`src/rtl/avm_pkg.sv`:
```
// Shared types and constants for the Avalon-MM burst command master.
package avm_pkg;

   localparam int unsigned ADDR_W = 13;
   localparam int unsigned LEN_W  = 10;
   localparam int unsigned DATA_W = 32;

   typedef enum logic [2:0] {
      StIdle,
      StIssue,
      StWaitSingle,
      StBurst,
      StFinish
   } avm_state_e;

   typedef logic [1:0] avm_status_t;

   localparam avm_status_t ST_OK       = 2'b00;
   localparam avm_status_t ST_TIMEOUT  = 2'b01;
   localparam avm_status_t ST_UNDERRUN = 2'b10;
   localparam avm_status_t ST_SLVERR   = 2'b11;

   localparam logic [1:0] RESP_SLVERR = 2'b11;

   // A zero-length burst request is issued as a single beat.
   function automatic logic [LEN_W-1:0] eff_len(input logic [LEN_W-1:0] len);
      return (len == '0) ? LEN_W'(1) : len;
   endfunction

endpackage

```
`src/rtl/avm_beat_counter.sv`:
```
// Clear/enable counter with a terminal-match flag; serves as beat counter and watchdog.
module avm_beat_counter
   import avm_pkg::*;
(
   input  logic             i_clk,
   input  logic             i_rst,
   input  logic             i_clr,
   input  logic             i_en,
   input  logic [LEN_W-1:0] i_target,
   output logic             o_match
);

   logic [LEN_W-1:0] r_cnt;

   always_ff @(posedge i_clk) begin
      if (i_rst || i_clr) begin
         r_cnt <= '0;
      end else if (i_en) begin
         r_cnt <= r_cnt + LEN_W'(1);
      end
   end

   assign o_match = (r_cnt == i_target);

endmodule

```
`src/rtl/avalon_burst_master.sv`:
```
// Host-side Avalon-MM issuer: single read/write and burst write, one-cycle requests.
// Optional watchdog enabled by defining AVM_TIMEOUT_EN.
module avalon_burst_master
   import avm_pkg::*;
#(
   parameter int unsigned TIMEOUT_CYC = 64
)
(
   input  logic              i_clk,
   input  logic              i_rst,
   input  logic              i_cmd_valid,
   output logic              o_cmd_ready,
   input  logic              i_cmd_write,
   input  logic              i_cmd_burst,
   input  logic [ADDR_W-1:0] i_cmd_addr,
   input  logic [LEN_W-1:0]  i_cmd_len,
   input  logic [DATA_W-1:0] i_wdata,
   input  logic              i_wdata_valid,
   output logic              o_wdata_pop,
   output logic [DATA_W-1:0] o_rdata,
   output logic              o_rdata_valid,
   output logic              o_done,
   output logic [1:0]        o_status,
   output logic              o_read,
   output logic              o_write,
   output logic              o_beginbursttransfer,
   output logic [LEN_W-1:0]  o_burstcount,
   output logic [ADDR_W-1:0] o_address,
   output logic [DATA_W-1:0] o_writedata,
   input  logic [DATA_W-1:0] i_readdata,
   input  logic              i_readdatavalid,
   input  logic              i_writeresponsevalid,
   input  logic              i_end_wait,
   input  logic [1:0]        i_response
);

   avm_state_e        r_state, w_state_nxt;
   logic              r_write, r_burst, r_underrun, w_underrun_nxt;
   logic [ADDR_W-1:0] r_addr;
   logic [LEN_W-1:0]  r_len;
   logic [DATA_W-1:0] r_rdata, w_rdata_nxt;
   avm_status_t       r_status, w_status_nxt;
   logic              w_load, w_beat, w_beat_match, w_last_beat, w_to_hit;

   assign w_beat      = (r_state == StBurst) && i_end_wait && (i_response != RESP_SLVERR);
   assign w_last_beat = w_beat && w_beat_match;

   avm_beat_counter u_beat_cnt (
      .i_clk    (i_clk),
      .i_rst    (i_rst),
      .i_clr    (r_state != StBurst),
      .i_en     (w_beat),
      .i_target (r_len - LEN_W'(1)),
      .o_match  (w_beat_match)
   );

`ifdef AVM_TIMEOUT_EN
   localparam logic [LEN_W-1:0] TO_LAST = LEN_W'(TIMEOUT_CYC - 1);
   logic w_waiting, w_to_reload, w_to_match;

   assign w_waiting   = (r_state == StWaitSingle) || (r_state == StBurst);
   // Any slave strobe restarts the idle window.
   assign w_to_reload = i_end_wait || i_readdatavalid;
   assign w_to_hit    = w_waiting && w_to_match && !w_to_reload;

   avm_beat_counter u_wdog (
      .i_clk    (i_clk),
      .i_rst    (i_rst),
      .i_clr    (!w_waiting || w_to_reload),
      .i_en     (1'b1),
      .i_target (TO_LAST),
      .o_match  (w_to_match)
   );
`else
   assign w_to_hit = 1'b0;
`endif

   always_ff @(posedge i_clk) begin
      if (i_rst) begin
         r_state    <= StIdle;
         r_write    <= 1'b0;
         r_burst    <= 1'b0;
         r_addr     <= '0;
         r_len      <= '0;
         r_rdata    <= '0;
         r_status   <= ST_OK;
         r_underrun <= 1'b0;
      end else begin
         r_state    <= w_state_nxt;
         r_rdata    <= w_rdata_nxt;
         r_status   <= w_status_nxt;
         r_underrun <= w_underrun_nxt;
         if (w_load) begin
            r_write <= i_cmd_write;
            r_burst <= i_cmd_write && i_cmd_burst;
            r_addr  <= i_cmd_addr;
            r_len   <= (i_cmd_write && i_cmd_burst) ? eff_len(i_cmd_len) : LEN_W'(1);
         end
      end
   end

   always_comb begin
      w_state_nxt    = r_state;
      w_status_nxt   = r_status;
      w_underrun_nxt = r_underrun;
      w_rdata_nxt    = r_rdata;
      w_load         = 1'b0;
      o_wdata_pop    = 1'b0;
      case (r_state)
         StIdle: begin
            if (i_cmd_valid) begin
               w_load         = 1'b1;
               w_status_nxt   = ST_OK;
               w_underrun_nxt = 1'b0;
               w_state_nxt    = StIssue;
            end
         end
         StIssue: w_state_nxt = r_burst ? StBurst : StWaitSingle;
         StWaitSingle: begin
            if (i_end_wait && (i_response == RESP_SLVERR)) begin
               w_status_nxt = ST_SLVERR;
               w_state_nxt  = StFinish;
            end else if (!r_write && i_readdatavalid) begin
               w_rdata_nxt = i_readdata;
               w_state_nxt = StFinish;
            end else if (r_write && i_end_wait && i_writeresponsevalid) begin
               o_wdata_pop  = 1'b1;
               w_status_nxt = i_wdata_valid ? ST_OK : ST_UNDERRUN;
               w_state_nxt  = StFinish;
            end else if (w_to_hit) begin
               w_status_nxt = ST_TIMEOUT;
               w_state_nxt  = StFinish;
            end
         end
         StBurst: begin
            if (i_end_wait && (i_response == RESP_SLVERR)) begin
               w_status_nxt = ST_SLVERR;
               w_state_nxt  = StFinish;
            end else if (w_beat) begin
               // An empty FIFO still consumes the beat; it is only flagged.
               o_wdata_pop    = i_wdata_valid;
               w_underrun_nxt = r_underrun || !i_wdata_valid;
               if (w_last_beat) begin
                  w_status_nxt = w_underrun_nxt ? ST_UNDERRUN : ST_OK;
                  w_state_nxt  = StFinish;
               end
            end else if (w_to_hit) begin
               w_status_nxt = ST_TIMEOUT;
               w_state_nxt  = StFinish;
            end
         end
         StFinish: w_state_nxt = StIdle;
         default:  w_state_nxt = StIdle;
      endcase
   end

   assign o_cmd_ready          = (r_state == StIdle) && !i_rst;
   assign o_read               = (r_state == StIssue) && !r_write;
   assign o_write              = (r_state == StIssue) && r_write;
   assign o_beginbursttransfer = (r_state == StIssue) && r_burst;
   assign o_burstcount         = r_len;
   assign o_address            = r_addr;
   assign o_writedata          = i_wdata;
   assign o_rdata              = r_rdata;
   assign o_done               = (r_state == StFinish);
   assign o_status             = r_status;
   assign o_rdata_valid        = o_done && !r_write && (r_status == ST_OK);

endmodule

```
`config.mk`:
```
export PLATFORM = sky130hd
export DESIGN_NAME = avalon_burst_master
export DESIGN_NICKNAME = d
export VERILOG_FILES = /design/src/rtl/avm_pkg.sv /design/src/rtl/avm_beat_counter.sv /design/src/rtl/avalon_burst_master.sv
export SDC_FILE = /design/constraint.sdc
export NUM_CORES = 1
export LEC_CHECK = 0
export CORE_ASPECT_RATIO = 1.75
export CORE_MARGIN = 3
export CORE_UTILIZATION = 35
export DETAILED_ROUTE_END_ITERATION = 8
export PLACE_DENSITY = 0.85
export SLEW_MARGIN = 10
export SYNTH_ARGS = -nofsm -noshare
export SYNTH_HDL_FRONTEND = slang
export SYNTH_HIERARCHICAL = 1
export SYNTH_SLANG_ARGS = --single-unit
```
`constraint.sdc`:
```
create_clock -name i_clk -period 4.1 [get_ports i_clk]
set_clock_uncertainty 0.1 [all_clocks]
set_input_delay 0.82 -clock i_clk [delete_from_list [all_inputs] [get_ports i_clk]]
set_output_delay 0.82 -clock i_clk [all_outputs]
set_load 0.1 [all_outputs]
```
Yosys cells after proc, flatten, opt, wreduce, memory -nomap -nowiden
Index checks and enable logic that the tools add are counted.
- register bits: 73
- add/sub/neg operators: 2
- equal/unequal tests: 16
- muxes and demuxes: 33
- bitwise gates (word level): 1
- reductions and logical operators: 28
- operators by type and width (operator ; number):
    two-way mux 3 bit ; 7
    two-way mux 10 bit ; 2
    two-way mux 2 bit ; 9
    logical AND 1 bit ; 14
    one-hot mux 3 bit (4 select lines) ; 1
    two-way mux 1 bit ; 11
    adder 10 x 1 -> 10 bit (second input constant) ; 1
    == test 10 bit ; 1
    logical NOT 10 bit ; 1
    subtractor 10 x 1 -> 10 bit (second input constant) ; 1
    != test 3 x 2 -> 1 bit (second input constant) ; 3
    != test 2 bit (second input constant) ; 4
    AND reduction 4 bit ; 2
    == test 3 x 2 -> 1 bit (second input constant) ; 2
    != test 3 bit (second input constant) ; 2
    one-hot mux 2 bit (3 select lines) ; 1
    AND reduction 6 bit ; 1
    != test 4 bit (second input constant) ; 1
    one-hot mux 1 bit (2 select lines) ; 2
    == test 3 x 1 -> 1 bit (second input constant) ; 1
    == test 3 bit (second input constant) ; 1
    logical NOT 1 bit ; 3
    logical NOT 3 bit ; 1
    AND reduction 3 bit ; 1
    6 further kinds ; 7

Depth between registers and ports, before layout
- word-level depth: 8
- depth in mapped cells: 12
- depth with buffers taken out: 12

By module
The synthesis kept the hierarchy.
- modules (own cells, without submodules) (module ; instances ; cells each ; area each (um^2) ; seq. area each (um^2)):
    avalon_burst_master ; 1 ; 349 ; 2803.9 ; 1261.2
    avm_beat_counter ; 1 ; 64 ; 553.0 ; 200.2

Worst setup path before layout
Ideal clock, no wire load.
- path kind: register -> output
- start point: reg r_state[2]
- end point: out o_rdata_valid
- arrival time: 5943 ps
- data required time: 3180 ps
- path slack: -2763 ps
- cell stages (with the launch flop): 4
- path buffers: 1
- cells stage by stage: dfxtp_1 > buf_2 > nor3b_1 > nor4b_1
- word-level cells in the longest chain between the ends: 3
- ends and longest elaborated chain (element ; RTL line ; source):
    start, declared ; avalon_burst_master.sv:37 ; avm_state_e r_state, w_state_nxt;
    start signal, assigned ; avalon_burst_master.sv:80 ; r_state <= StIdle;
    start signal, assigned ; avalon_burst_master.sv:89 ; r_state <= w_state_nxt;
    == test 3 bit ; avalon_burst_master.sv:165 ; assign o_done = (r_state == StFinish);
    via o_done ; avalon_burst_master.sv:22 ; output logic o_done,
    logical AND 1 bit (2 in a row) ; avalon_burst_master.sv:167 ; assign o_rdata_valid = o_done && !r_write && (r_status == ST_OK);
    end, declared ; avalon_burst_master.sv:21 ; output logic o_rdata_valid,
The timed path passes the listed nets, and every way through them passes these cells.

Final worst setup path
- start point: in i_end_wait
- end point: out o_wdata_pop
- elaborated cells on any way between the ends: 11
- classes of those cells: mux (6); reduce/logical (5)
- RTL lines (element ; RTL line ; source):
    start, declared ; avalon_burst_master.sv:33 ; input logic i_end_wait,
    logical AND 1 bit (2 in a row) ; avalon_burst_master.sv:45 ; assign w_beat = (r_state == StBurst) && i_end_wait && (i_response != RESP_SLVERR);
    via w_beat ; avalon_burst_master.sv:43 ; logic w_load, w_beat, w_beat_match, w_last_beat, w_to_hit;
    two-way mux 1 bit ; avalon_burst_master.sv:139 ; end else if (w_beat) begin
    two-way mux 1 bit ; avalon_burst_master.sv:136 ; if (i_end_wait && (i_response == RESP_SLVERR)) begin
    one-hot mux 1 bit (2 select lines) ; avalon_burst_master.sv:109 ; case (r_state)
    end, declared ; avalon_burst_master.sv:19 ; output logic o_wdata_pop,
The timed path passes the listed nets, and every way through them passes these cells.

==> results.txt <==
- The flow ran to the end, and the final reports show no timing, DRC or antenna violations.
- The die covers 10800 sq um.
- The root buffer cell chosen for the clock tree is sky130_fd_sc_hd__clkbuf_16.
* Number of register bits inferred by synthesis: 73
- Vias after detailed routing: roughly 3.1k
- Type of element launching the critical path: input pin
- STA puts the critical path data arrival time at approximately 2.3 ns.
- In this run, flip-flops and latches consume around 37% of the power.
- TritonCTS Buffers: 9
* Post-Synthesis Cell Area: approximately 3400 sq um
* Fraction of synthesis flops using an asynchronous set or reset pin: 0%
* Detailed Routing Iterations Pass 1: 4
- The most used flip-flop cell after synthesis is sky130_fd_sc_hd__dfxtp_1.
- Max clock buf depth: 2
- Summed over its instances, the top area cell type makes up between 40 and 50% of the synthesized netlist area.
* Commonest cells after routing, fill and taps aside: sky130_fd_sc_hd__clkdlybuf4s50_1 (121), sky130_fd_sc_hd__nand2_1 (104), sky130_fd_sc_hd__dfxtp_1 (73), sky130_fd_sc_hd__a21oi_1 (53), sky130_fd_sc_hd__nor2_1 (21)
* Max-Slew Margin vs Limit: roughly a third
- In this run, synthesis inferred 0 flip-flops with an integrated enable.
* Clock slew at the register clock pins of the worst setup and hold paths: roughly 0.060 ns
- Ranked by total cell area, the synthesized netlist is headed by sky130_fd_sc_hd__dfxtp_1 (44%), sky130_fd_sc_hd__nand2_1 (12%), sky130_fd_sc_hd__buf_4 (8.3%).
* Commonest non-fill, non-tap cell in the layout: sky130_fd_sc_hd__clkdlybuf4s50_1
- In this run the power spent charging and discharging nets is ~0.00072 W.
- The number of max-slew violations in the final report was 0.
* Count of mapped cells out of synthesis: approximately 410
- The clock network accounts for 36.5% of the total power.
- Worst supply voltage drop on vdd: roughly 0.29 mV
- Required time of the critical path: between 3 and 4 ns
- Largest stage delay on the critical path: 0.54 ns
* Gp weighted congestion: between 0.8 and 0.9
* Cell Rows: 46
* # setup viols final: 0
* Count of cells resized by post-cts repair: 0
- Routed wire per std cell: ~15 um
- Final critical-path required period: 3.21 ns
- Post-synth top area cell: sky130_fd_sc_hd__dfxtp_1
* Number of cells on the worst reg-to-reg path: 11
- Worst-skew pair later-pin latency: 0.33 ns
* Post-placement cell area: between 4000 and 5000 sq um
- DR DRC count: 0
* Wire length of the first global-routing pass: about 15000 um
* Area delta synth->final: 42.4%
- Cell internal power was estimated by the tool at 0.00140 W.
- The number of antenna violations at the first check in global routing was 0.
- For this run, the total global-route usage over all layers was measured as a little under a fifth.
* Cell with the biggest individual delay on the critical path: sky130_fd_sc_hd__clkdlybuf4s50_1
* Crit. End Element: primary output
- CP Cell Sequence: clkdlybuf4s50_1, inv_1, a211oi_1, buf_4, nand2_1, o21ai_0, buf_12
- In this run, the number of DRC markers left after iteration 0 of detailed routing was roughly 170.
- Timing analysis after detailed placement gives a worst setup slack of 0.919 ns.
* RSZ-0062 raised after global routing: no
- Sinks on Clock Net: 73
- TritonCTS built the clock tree.
- Boundary pin count: roughly 190
- Maximum Capacitance Violations: 0
- Net switching is 34.0% of the power.
- Count of port buffers added during placement: 129
- The tightest min-delay check is of the flip-flop to flip-flop type.
- Standby leakage power: around 1.7 nW
- After layout, the worst setup slack is 0.895 ns.
* YS warnings: 6
- Along the worst hold path, the cell count comes to 2.
- The worst register-to-register path ends at o_status[1].
- After routing the design area is around 4800 sq um.
* Power after layout: roughly 0.0021 W
- Hold WS: ~0.35 ns
- Die boundary height: 136 um
* Critical path destination: o_wdata_pop
- The repair_antennas step left the layout with diodes totalling 0.
- Wires add up to slightly below 10000 um.
- Using the TritonRoute via totals, the vias-per-cell ratio works out to roughly 5.0.
- Crit. Startpoint: i_end_wait
* Number of distinct standard cells referenced by the synthesized netlist: 42
* Final Hold Violating Endpoints: 0
* Fraction of final layout cells sized beyond drive strength 1: just over 7%
- The via count of the first global-routing pass came to between 3k and 4k.
- The startpoint identified for the worst register-to-register timing path is o_burstcount[2].
* Aggregate global routing overflow: 0
- Floorplan Core Area: just over 9000 sq um
- Comb power frac: a little over a quarter
* Maximum achievable frequency: a little over 300 MHz
- The count of nets left with antenna violations once routing finished came out at 0.
- Htree depth: 3
- Power density over cell area: roughly 450 nW/um^2
* Worst-path fanout max: 8
* Worst Path Class, Setup: input pin to primary output
- Fin nets: 603
- The die is around 80 um wide.
- Dividing the final minimum period by the clock period gives between 70% and 80%.
- Slack of the worst reg-to-reg path: between 1 and 1.5 ns
- Entering global routing, the biggest net connects 67 pins.
- Proportion of synthesized chip area in sequential cells: between 40% and 50%
- Post-Syn Area per Cell: about 8.1 sq um
* # hold bufs at CTS: 0
- For this configuration, the core starts out at a cell density of between 30% and 40%.
- At the pin with the least slew margin, the transition time is about 1 ns.
- Setup Buffers After CTS: 0
* Total half-perimeter wirelength after legalization and detailed placement: 7320 um
* Mapped Nets: between 500 and 600
==> power by group through the flow <==
stage	clock [W]	combinational [W]	sequential, W
3_3_place_gp	0	0.000564	0.000791
4_1_cts	0.000797	0.000577	0.000778
3_5_place_dp	0	0.000575	0.000794
6_report	0.000777	0.000573	0.000778
5_1_grt	0.000831	0.000607	0.000783
2_1_floorplan	0	0.000377	0.000971
==> per-layer routing <==
layer / GRT usage [%] / wire length (um) / up-vias
met5: 0 / 0 / -
met4: 8.36 / 204 / 0
met3: 6.19 / 757 / 22
met2: 32.7 / 5280 / 119
met1: 18.4 / 3370 / 1474
li1: - / - / 1533
==> worst max-delay path: cells and delay by family <==
| family | cells | cell delay [ns] |
|---|---|---|
| buf+inv | 4 | 1.03 |
| simple gates | 1 | 0.06 |
| compound gates | 2 | 0.36 |
==> synth_stat cells (3+ instances only) <==
cell	instances
sky130_fd_sc_hd__inv_1	10
sky130_fd_sc_hd__buf_2	5
sky130_fd_sc_hd__a21oi_1	53
sky130_fd_sc_hd__o21ai_0	3
sky130_fd_sc_hd__mux2i_1	3
sky130_fd_sc_hd__nor3b_1	3
sky130_fd_sc_hd__nor2b_1	3
sky130_fd_sc_hd__nand2_1	104
sky130_fd_sc_hd__nand3_1	4
sky130_fd_sc_hd__xor2_1	10
sky130_fd_sc_hd__nand4_1	5
sky130_fd_sc_hd__nor3_1	6
sky130_fd_sc_hd__nor4_1	7
sky130_fd_sc_hd__or3_1	3
sky130_fd_sc_hd__buf_4	37
sky130_fd_sc_hd__nor4b_1	3
sky130_fd_sc_hd__clkbuf_1	12
sky130_fd_sc_hd__dfxtp_1	73
sky130_fd_sc_hd__a22oi_1	9
sky130_fd_sc_hd__nor2_1	21
sky130_fd_sc_hd__xnor2_1	12
==> final cells by class <==
type	count	area [sq um]
inverter	10	37.5
clock inverter	5	63.8
timing repair buffer	134	1320
clock buffer	11	233
tap	120	150
multi-input combinational	275	1520
sequential	73	1460
fill	863	4430
==> state kept, by name (all words and copies together), names as in the netlist <==
| register | count |
|---|---|
| o_rdata | 32 |
| r_underrun | 1 |
| o_status | 2 |
| r_burst | 1 |
| u_beat_cnt/r_cnt | 10 |
| r_state | 3 |
| o_address | 13 |
| o_burstcount | 10 |
| r_write | 1 |
==> how the worst min path moves through the flow <==
stage / endpoint / slack [ns] / startpoint
floorplan: r_burst / 0.35 / r_burst
global placement: o_rdata[6] / 0.34 / o_rdata[6]
detailed placement: o_rdata[27] / 0.35 / o_rdata[27]
CTS: o_rdata[27] / 0.35 / o_rdata[27]
global route: o_rdata[29] / 0.38 / o_rdata[29]
finish: o_rdata[27] / 0.35 / o_rdata[27]
==> logic make-up after synthesis <==
| logic type | Yosys count | share of synthesized area (%) |
|---|---|---|
| adder cells (fa/ha/maj) | 2 | 0.745 |
| AO/OA/AOI/OAI | 75 | 12.9 |
| XOR/XNOR | 22 | 5.74 |
| AND/OR/NAND/NOR | 173 | 24.4 |
| buffers and inverters | 65 | 11.8 |
| flip-flops | 73 | 43.5 |
| multiplexers | 3 | 0.895 |
==> through the flow <==
stage	util [%]	std cells	TNS (ns)
6_report	51.9	628	0
3_3_place_gp	48.7	612	0
5_1_grt	51.9	628	0
2_1_floorplan	-	413	-0.435
4_1_cts	51.9	628	0
3_5_place_dp	48.7	612	0
Note: power is estimated with default switching activity, not from simulation.
